==> src/rtl/calc_op_sequencer.sv <==
// Sequenced add/subtract/multiply unit: shift-add multiply, clamp to 9999,
// then a bit-serial double-dabble pass feeding registered BCD outputs.
module calc_op_sequencer (
  input  logic        clk,
  input  logic        clr,
  input  logic        start,
  input  logic [1:0]  op,
  input  logic [12:0] A,
  input  logic [12:0] B,
  output logic        busy,
  output logic        done,
  output logic [13:0] sum,
  output logic        neg,
  output logic        ovf,
  output logic [3:0]  ONES,
  output logic [3:0]  TENS,
  output logic [3:0]  HUNDREDS,
  output logic [3:0]  THOUSANDS
);
  typedef enum logic [2:0] {S_IDLE, S_EXEC, S_MUL, S_CONV, S_DONE} state_t;
  localparam logic [13:0] MAXV = 14'd9999;

  state_t      r_state;
  logic [12:0] r_a, r_b;
  logic [1:0]  r_op;
  logic [25:0] r_prod, r_mcand;
  logic [12:0] r_mplier;
  logic [3:0]  r_cnt;
  logic [13:0] r_res, r_bin;
  logic        r_neg_p, r_ovf_p;
  logic [14:0] r_bcd;

  logic [13:0] w_add;
  logic [25:0] w_prod_nxt;
  logic [14:0] w_adj;
  logic [15:0] w_dd;

  function automatic logic [3:0] add3(input logic [3:0] d);
    return (d >= 4'd5) ? d + 4'd3 : d;
  endfunction

  // Thousands digit never exceeds 4 before the last shift (result < 10000),
  // so it needs no add-3 stage and only 3 bits of storage.
  always_comb begin
    w_add      = {1'b0, r_a} + {1'b0, r_b};
    w_prod_nxt = r_prod + (r_mplier[0] ? r_mcand : 26'd0);
    w_adj      = {r_bcd[14:12], add3(r_bcd[11:8]), add3(r_bcd[7:4]), add3(r_bcd[3:0])};
    w_dd       = {w_adj, r_bin[13]};
  end

  always_ff @(posedge clk or posedge clr) begin
    if (clr) begin
      r_state <= S_IDLE;
      r_a <= '0; r_b <= '0; r_op <= '0;
      r_prod <= '0; r_mcand <= '0; r_mplier <= '0; r_cnt <= '0;
      r_res <= '0; r_bin <= '0; r_neg_p <= 1'b0; r_ovf_p <= 1'b0; r_bcd <= '0;
      busy <= 1'b0; done <= 1'b0; sum <= '0; neg <= 1'b0; ovf <= 1'b0;
      ONES <= '0; TENS <= '0; HUNDREDS <= '0; THOUSANDS <= '0;
    end else begin
      case (r_state)
        S_IDLE: begin
          done <= 1'b0;
          if (start) begin
            r_a <= A; r_b <= B; r_op <= op;
            r_prod <= '0; r_mcand <= {13'd0, A}; r_mplier <= B; r_cnt <= '0;
            busy <= 1'b1;
            r_state <= (op == 2'b10) ? S_MUL : S_EXEC;
          end
        end
        S_EXEC: begin
          if (r_op == 2'b01) begin
            r_res   <= (r_a >= r_b) ? {1'b0, r_a - r_b} : {1'b0, r_b - r_a};
            r_bin   <= (r_a >= r_b) ? {1'b0, r_a - r_b} : {1'b0, r_b - r_a};
            r_neg_p <= (r_a < r_b);
            r_ovf_p <= 1'b0;
          end else begin
            r_res   <= (w_add > MAXV) ? MAXV : w_add;
            r_bin   <= (w_add > MAXV) ? MAXV : w_add;
            r_neg_p <= 1'b0;
            r_ovf_p <= (w_add > MAXV);
          end
          r_bcd <= '0; r_cnt <= '0;
          r_state <= S_CONV;
        end
        S_MUL: begin
          r_prod   <= w_prod_nxt;
          r_mcand  <= {r_mcand[24:0], 1'b0};
          r_mplier <= {1'b0, r_mplier[12:1]};
          r_cnt    <= r_cnt + 4'd1;
          if (r_cnt == 4'd12) begin
            r_res   <= (w_prod_nxt > {12'd0, MAXV}) ? MAXV : w_prod_nxt[13:0];
            r_bin   <= (w_prod_nxt > {12'd0, MAXV}) ? MAXV : w_prod_nxt[13:0];
            r_neg_p <= 1'b0;
            r_ovf_p <= (w_prod_nxt > {12'd0, MAXV});
            r_bcd <= '0; r_cnt <= '0;
            r_state <= S_CONV;
          end
        end
        S_CONV: begin
          r_bcd <= w_dd[14:0];
          r_bin <= {r_bin[12:0], 1'b0};
          r_cnt <= r_cnt + 4'd1;
          if (r_cnt == 4'd13) begin
            sum <= r_res; neg <= r_neg_p; ovf <= r_ovf_p;
            THOUSANDS <= w_dd[15:12]; HUNDREDS <= w_dd[11:8];
            TENS <= w_dd[7:4]; ONES <= w_dd[3:0];
            busy <= 1'b0; done <= 1'b1;
            r_state <= S_DONE;
          end
        end
        S_DONE: begin
          done <= 1'b0;
          r_state <= S_IDLE;
        end
        default: r_state <= S_IDLE;
      endcase
    end
  end
endmodule

==> config.mk <==
export PLATFORM = sky130hd
export DESIGN_NAME = calc_op_sequencer
export DESIGN_NICKNAME = d
export VERILOG_FILES = /design/src/rtl/calc_op_sequencer.sv
export SDC_FILE = /design/constraint.sdc
export NUM_CORES = 1
export LEC_CHECK = 0
export BUFFER_PORTS_ARGS = -buffer_cell sky130_fd_sc_hd__buf_4
export CORE_MARGIN = 2
export CORE_UTILIZATION = 60
export DETAILED_ROUTE_END_ITERATION = 16
export GPL_ROUTABILITY_DRIVEN = 0
export PLACE_DENSITY_LB_ADDON = 0.05
export SLEW_MARGIN = 30
export SYNTH_ARGS = -nofsm -noshare
export SYNTH_HDL_FRONTEND = slang
export SYNTH_SLANG_ARGS = --single-unit
export TNS_END_PERCENT = 100
==> constraint.sdc <==
create_clock -name clk -period 15.2 [get_ports clk]
set_input_delay 0.76 -clock clk [delete_from_list [all_inputs] [get_ports clk]]
set_output_delay 0.76 -clock clk [all_outputs]
set_load 0.05 [all_outputs]
# Word-level counts from Yosys, hierarchy flattened
# Index checks and enable logic that the tools add are counted.
[totals]
regBits = 179
word_cells = 103
[op_classes]
magnitude_cmp = 7
addsub = 8
mux = 38
reduce_logical = 17
n_eq_ne = 11
[ops]
columns = ["cell", "n"]
rows = [
  ["one-hot mux 26 bit (2 select lines)", 2],
  ["two-way mux 26 bit", 3],
  ["two-way mux 14 bit", 4],
  ["one-hot mux 15 bit (3 select lines)", 1],
  ["one-hot mux 14 bit (3 select lines)", 1],
  ["one-hot mux 14 bit (2 select lines)", 1],
  ["adder 26 bit", 1],
  ["greater-than comparator 26 x 14 -> 1 bit (second input constant)", 1],
  ["two-way mux 13 bit", 2],
  ["one-hot mux 13 bit (2 select lines)", 1],
  ["subtractor 13 bit", 2],
  ["two-way mux 4 bit", 5],
  ["one-hot mux 4 bit (4 select lines)", 1],
  ["two-way mux 15 bit", 1],
  ["adder 13 x 13 -> 14 bit", 1],
  ["greater-than comparator 14 bit (second input constant)", 1],
  ["AND reduction 2 bit", 7],
  ["greater-or-equal comparator 13 bit", 1],
  ["< comparator 13 bit", 1],
  ["adder 4 x 2 -> 4 bit (second input constant)", 3],
  ["greater-or-equal comparator 4 x 3 -> 1 bit (second input constant)", 3],
  ["one-hot mux 3 bit (4 select lines)", 1],
  ["two-way mux 3 bit", 3],
  ["equality test 4 bit (second input constant)", 2],
  ["other kinds (16)", 32],
]

# Longest topological paths before layout
# Gate-level depths: netlist (run 1).
[depth]
ltp_word = 6
ltp_mapped = 16
ltp_nobuf = 14

# Worst setup path before layout (run 1)
# OpenSTA, ideal clock, no wires.
[synth_timing]
path_kind = "reg-to-reg"
from = "reg r_mplier[0]"
to = "reg r_bin[3]"
path_stages_with_launch = 16
setup_ns = 0.130
n_path_buf = 2
required_ns = 15.070
arrival_ns = 3.939
slack_ns = 11.131
path_cell_list = "dfrtp_1 clkbuf_1 and2_1 ha_1 inv_1 fa_1 and2b_1 o31a_2 o2111ai_2 o41a_1 o311ai_0 nand4b_1 or4_4 buf_6 nor4_1 nor3_1"
[synth_between]
elab_chain_len = 6
[synth_lines]
columns = ["element", "line", "text"]
rows = [
  ["start: declaration", "27", "logic [12:0] r_mplier;"],
  ["start signal: assignment", "88", "r_mplier <= {1'b0, r_mplier[12:1]};"],
  ["two-way mux 26 bit *", "46", "w_prod_nxt = r_prod + (r_mplier[0] ? r_mcand : 26'd0);"],
  ["adder 26 bit *", "46", ""],
  ["greater-than comparator 26 x 14 -> 1 bit", "92", "r_bin <= (w_prod_nxt > {12'd0, MAXV}) ? MAXV : w_prod_nxt[13:0];"],
  ["two-way mux 14 bit *", "92", ""],
  ["two-way mux 14 bit *", "90", "if (r_cnt == 4'd12) begin"],
  ["one-hot mux 14 bit (3 select lines) *", "60", "case (r_state)"],
  ["end signal: assignment", "73", "r_bin <= (r_a >= r_b) ? {1'b0, r_a - r_b} : {1'b0, r_b - r_a};"],
  ["end signal: assignment", "92", ""],
  ["end signal: assignment", "101", "r_bin <= {r_bin[12:0], 1'b0};"],
  ["end: declaration", "29", "logic [13:0] r_res, r_bin;"],
]
# Every way passes the cells marked *; elsewhere a longest branch is shown, timed or not. The select of a mux whose other input is x is not followed.
# A chain may end at the register's enable or synchronous reset.

# Final worst setup path (run 1)
[layout_timing]
from = "reg r_mplier[0]"
to = "reg r_bin[10]"
# The elaborated chain is that of the path after synthesis.

==> results of run 1 <==
==> cell families after synthesis <==
logic type / share of synthesized area [%]
AO/OA/AOI/OAI: 21.54
XOR/XNOR: 3.277
adder cells (fa/ha/maj): 8.737
buffers and inverters: 4.458
flip-flops: 39.90
multiplexers: 0.5795
AND/OR/NAND/NOR: 21.51
==> worst max-delay path, cell delays in order, from the launching register on <==
cell,delay (ns)
dfrtp_1,0.82
and2_1,0.23
ha_1,0.18
inv_1,0.06
fa_1,0.41
and2b_1,0.23
o31a_2,0.18
o2111ai_2,0.20
o41a_1,0.53
o311ai_0,0.39
nand4b_1,0.28
or4_4,0.71
a2111oi_0,0.42
nor3_1,0.08
==> per-stage QoR <==
| stage | instance area (sq um) | utilization (%) | setup WS (ns) | cells | total power (uW) |
|---|---|---|---|---|---|
| 2_1_floorplan | 11230 | - | 9.581 | 1308 | 2135 |
| 3_3_place_gp | 11800 | 63.70 | 10.57 | 1542 | 2586 |
| 3_5_place_dp | 11800 | 63.70 | 10.42 | 1542 | 2611 |
| 4_1_cts | 12410 | 67.01 | 10.43 | 1574 | 3078 |
| 5_1_grt | 12420 | 67.05 | 10.10 | 1574 | 3330 |
| 6_report | 12420 | 67.05 | 10.34 | 1574 | 3113 |
==> layer usage <==
layer  up-vias  routed length (microns)
met4         0                      773
li1       4685                        -
met1      4766                    13750
met5         -                        0
met2       420                    12710
met3        67                     2099
==> cell usage in the layout, fill, tap and decap left out, types with 23 or more instances in the layout <==
| master | n |
|---|---|
| nand3_1 | 55 |
| a21oi_1 | 65 |
| ha_1 | 72 |
| a21o_1 | 23 |
| inv_1 | 52 |
| a22o_1 | 30 |
| o21ai_0 | 104 |
| nand2_1 | 243 |
| and2_1 | 32 |
| xnor2_1 | 28 |
| nor2_1 | 67 |
| nor3_1 | 24 |
| dfrtp_1 | 179 |
| buf_4 | 72 |
==> power by group <==
group | internal, uW | total (uW) | switching [uW] | leakage, uW
Clock | 238 | 461 | 223 | 0.000302
Combinational | 648 | 1830 | 1180 | 0.00333
Sequential | 668 | 823 | 155 | 0.00226
==> state kept, by name, summed over array words and instances, names as in the netlist, 4 cells and up <==
register / flops
r_mcand: 26
r_prod: 26
r_bcd: 15
r_bin: 14
r_res: 14
sum: 14
r_a: 13
r_b: 13
r_mplier: 13
HUNDREDS: 4
ONES: 4
TENS: 4
THOUSANDS: 4
r_cnt: 4
==> area by class of cell <==
class                      count  area (sq um)
multi-input combinational   1003          6274
fill                        1516          6102
clock inverter                15         186.4
timing repair buffer          73         551.8
tap                          234         292.8
clock buffer                  17         425.4
inverter                      53         206.4
sequential                   179          4479
==> worst max path at each step <==
stage,cells past startpoint,to,from,slack [ns]
after CTS,13,r_bin[10],r_mplier[0],10.43
after floorplan,1,HUNDREDS[0],clr,9.58
after detailed placement,13,r_bin[10],r_mplier[0],10.42
after global routing,13,r_bin[10],r_mplier[0],10.10
after global placement,13,r_bin[10],r_mplier[0],10.57
final,13,r_bin[10],r_mplier[0],10.34
==> out/results.ini, run 1 <==
[run_status]
status=completed

[synthesis]
synthCells=1308
ys_seq_elements=179
synth_warnings=0
syn_area_sq_mm=0.01123
synth_top_area_share_pct=39.90
ys_types=78
synth_nets=1415
synth_commonest_cells=243 x nand2_1, 179 x dfrtp_1, 104 x o21ai_0
ys.flop_type=dfrtp_1
yosysMostFrequentCell=nand2_1
yosysSeqAreaShare_pct=39.90
synth.avg_cell_area_sq_um=8.583
synth_edf_count=0
async_reset_ff_share_pct=100.0
netlist_top_cells_area=dfrtp_1 40%, nand2_1 8.1%, ha_1 8.0%, o21ai_0 4.6%, a21oi_1 2.9%
synth_largest_area_cell=dfrtp_1

[worst_setup_path]
crit_required_ns=15.51
r2r-start=r_mplier[0]
critPathKind=reg2reg
critPathLaunchType=flop
worstReg2RegEnd=r_bin[10]
worst_ep_arrival_time_ns=5.16
rrSetupSlack_ns=10.34
end_kind=flop
rr_worst_depth=13
cp_max_fo=27

[route]
drc=0
vias=9938
drt_iter0_markers=878
totalWireLength_mm=29.34
viasPerCell=6.314
firstDrtPassIters=6
ant_nets=0
post_drt_wl_per_cell_microns=18.64

[power_and_ir_drop]
p_leak_uw=0.005893
power_density_mw_per_mm2=250.7
ir_worst_vdd_uv=110.5

[place]
hpwl_mm=20.77
io_buffers=64

[timing]
relSlewSlack_pct=46.27
clock.fmax_mhz=205.9
skew_ns=0.01432
rsz0062_at_grt=false
whs_ns=0.3976
tightest_slew_ns=0.8060
timing.final.crit_share_pct=31.95
finalSetupTns_ns=0
finalHoldViolCount=0
slew_viol_final=0
period_needed_ns=4.856
setup_viol=0

[floorplanning]
die_w_microns=140.8
core_area_sq_mm=0.01852
pin_count=65
rows=50
die-area_sq_mm=0.01982
die_h_microns=140.8
initial_core_util_pct=60.63

[job]
maxCapViolCount=0

[grt]
gr-total-overflow=0
antenna_found_initial=0
grt_pass1_wl_mm=48.16
grtUsageMet2_pct=45.26
grt_busiest_layer=met1
grt_max_degree=110
grt_usage_pct=30.30
grt_util_met1_pct=45.80
grt_pass1_vias=9172
grt_use_met3_pct=4.789

[layout]
drive_gt1_share_pct=9.925
area_growth_pct=10.59
num_antenna_cells=0
nets=1434

[clocking]
cts_tree=yes
cts_sinks=179
cts_made_buffers=17
insertion_delay_ns=0.45
htreeDepth=4
cts_setup_buffers=0
cts_resized=0
cts_buffer_depth=2
clk_pin_slew_ns=0.08
clockRootBuffer=clkbuf_16
ctsHoldBuffers=0

[hold_path]
hold_path.class=in2async

Note: power is estimated with default switching activity, not from simulation.
==> run 2: changes to the inputs <==
ABC_AREA = 1   (was unset)
CORE_UTILIZATION = 57   (was 60)
clock period = 4.44 ns   (was 15.2 ns; I/O delays follow)
==> run 2 against run 1 <==
Hold slack got worse by 0.38 ns. Critical endpoint is now r_bin[7]. Die area up 14%. Power rose to 3.5 times the previous value. Cell count up 34%. Cell area grew 8.6%. Sequential power rose to 3.2 times the previous value. Synthesized cell count rose by 36%. Maximum frequency rose by 38%.
==> out/results.ini, run 2 <==
[worst_setup_path]
path_cells=buf_4, nand2_1, inv_1, ha_1, inv_1, fa_1, nor2_2, nor2_2, o21ai_1, nand2_1, nand3_1, nand2_1, nand2_1, nand2_1, nor2_1, nand2_1, nor2_4, nand3_1, nand2_1, nand3_1, nand2_1
end_kind=flop
rr_worst_depth=21
critPathLaunchType=flop
crit_required_ns=4.81
cp_max_fo=16
crit_start=r_mplier[0]
rrSetupSlack_ns=0.92
crit_top_cell=nand2_1
worstReg2RegEnd=r_bin[7]
crit_slowest_cell=dfrtp_1
r2r-start=r_mplier[0]
crit_buf_inv=3
path_depth=21
worst_ep_arrival_time_ns=3.89
crit_family=simple AND/OR/NAND/NOR gates
crit_path_end=r_bin[7]
critPathKind=reg2reg
max_stage_delay_ns=0.55

[clocking]
cts_setup_buffers=0
cts_made_buffers=17
cts_sinks=179
htreeDepth=4
clk_pin_slew_ns=0.08
cts_buffer_depth=2
insertion_delay_ns=0.44
cts_tree=yes
clockRootBuffer=clkbuf_16

[hold_path]
hold_path.class=in2reg

[synthesis]
synthCells=1784
syn_area_sq_mm=0.01216
synth.avg_cell_area_sq_um=6.814
async_reset_ff_share_pct=100.0
netlist_top_cells_area=dfrtp_1 37%, nand2_1 20%, inv_1 7.8%, ha_1 7.4%, nand3_1 5.6%
ys_types=45
synth_largest_area_cell=dfrtp_1
synth_nets=1891
ys.flop_type=dfrtp_1
synth_warnings=0
synth_commonest_cells=653 x nand2_1, 254 x inv_1, 179 x dfrtp_1
synth_edf_count=0
synth_top_area_share_pct=36.85
yosysSeqAreaShare_pct=36.85
yosysMostFrequentCell=nand2_1
ys_seq_elements=179

[floorplanning]
die-area_sq_mm=0.02251
initial_core_util_pct=58.01
rows=53
die_w_microns=150.0
core_area_sq_mm=0.02096
die_h_microns=150.0
pin_count=65

[grt]
antenna_found_initial=0
grt_max_degree=180
grt_usage_pct=31.39
gr-total-overflow=0
grt_pass1_vias=11330
grt_pass1_wl_mm=55.57

[route]
vias=11490
viasPerCell=5.439
drt_iter0_markers=869
ant_nets=0
totalWireLength_mm=33.37
post_drt_wl_per_cell_microns=15.80
drc=0
firstDrtPassIters=5

[layout]
fillers=1997
final_cell_mix=653 x nand2_1, 253 x inv_1, 179 x dfrtp_1
num_antenna_cells=0
reg_top3=r_mcand x26, r_prod x26, r_bcd x15
post-route-util_pct=64.36
area_growth_pct=10.95
nets=1931
regArea_sq_mm=0.004479
drive_gt1_share_pct=8.274
final_common_cell=nand2_1
multi_input_area_sq_mm=0.006441

[place]
hpwl_mm=24.78
io_buffers=64

[power_and_ir_drop]
ir_worst_vdd_uv=702.5
p_leak_uw=0.007532
power_density_mw_per_mm2=802.4

[timing]
skew_ns=0.01325
finalHoldViolCount=0
finalSetupTns_ns=0
period_needed_ns=3.518
slew_viol_final=0
setup_viol=0
relSlewSlack_pct=46.17
rsz0062_at_grt=false
tightest_slew_ns=0.8073
clock.fmax_mhz=284.3
timing.final.crit_share_pct=79.23

[run_status]
status=completed

[job]
maxCapViolCount=0

run 2: cell count changes in the layout (fill, tap and decap cells not counted), sizes merged, moves of 15 or more:
cell / previous run / this run
nand4: 11 / 29
inv: 61 / 267
and2: 33 / 2
nor2b: 15 / 0
a22o: 31 / 2
nor2: 69 / 108
nand2: 243 / 664
xnor2: 28 / 3
a21o: 23 / 2
nand3: 55 / 140
nor3: 26 / 10
run 2: cell type report:
| type | instances | share of cell area [%] |
|---|---|---|
| multi-input combinational | 1288 | 47.76 |
| sequential | 179 | 33.21 |
| clock inverter | 14 | 1.392 |
| tap | 275 | 2.551 |
| clock buffer | 18 | 3.256 |
| inverter | 262 | 7.320 |
| timing repair buffer | 76 | 4.509 |
run 2: what timing repair did:
action,4_1_cts,5_1_grt
resized for setup,0,0
endpoints found under the hold margin,1,56
hold buffers,1,1
run 2: worst min-delay path by stage:
stage,from,end,depth (start not counted)
after floorplan,op[1],r_op[1],2
after global placement,op[1],r_op[1],3
after detailed placement,op[1],r_op[1],3
after CTS,B[7],r_b[7],3
after global routing,B[7],r_b[7],3
final,B[7],r_b[7],3
run 2: worst min-delay path, cell delays in order:
cell and delay (ns):
buf_4 0.08, nand2_1 0.05, o21ai_0 0.06
run 2: metrics by stage:
stage | setup slack [ns] | cell area, sq um | power, uW | hold WS (ns) | cells
2_1_floorplan | 1.415 | 12160 | 7500 | 0.3316 | 1784
3_3_place_gp | 1.177 | 12810 | 8954 | 0.4414 | 2077
3_5_place_dp | 1.078 | 12810 | 9052 | 0.4525 | 2077
4_1_cts | 0.9677 | 13450 | 10740 | 0.009729 | 2110
5_1_grt | 0.6337 | 13490 | 11800 | 0.03520 | 2112
6_report | 0.9224 | 13490 | 10820 | 0.01409 | 2112
run 2: logic make-up (layout without fill, tap and decap cells):
family / after synthesis / in the layout / synth area share, %
compound gates: 226 / 226 / 10.27
buf+inv: 317 / 370 / 10.25
fa+ha+maj: 76 / 76 / 8.070
flops: 179 / 179 / 36.85
simple gates: 964 / 964 / 32.97
xor+xnor: 22 / 22 / 1.585
run 2: report_power, final:
part	switching (uW)	internal, uW
sequential	426	2220
combinational	4460	2090
clock	738	876
total	5630	5190
run 2: layer usage:
metal	vias to the layer above	part of all wire, %	global-route usage, %	wire [microns]
li1	5701	-	-	-
met1	5312	43	39.49	14360
met2	369	47	52.31	15680
met3	106	4.8	5.213	1611
met4	0	5.2	15.71	1719
met5	-	0	0	0
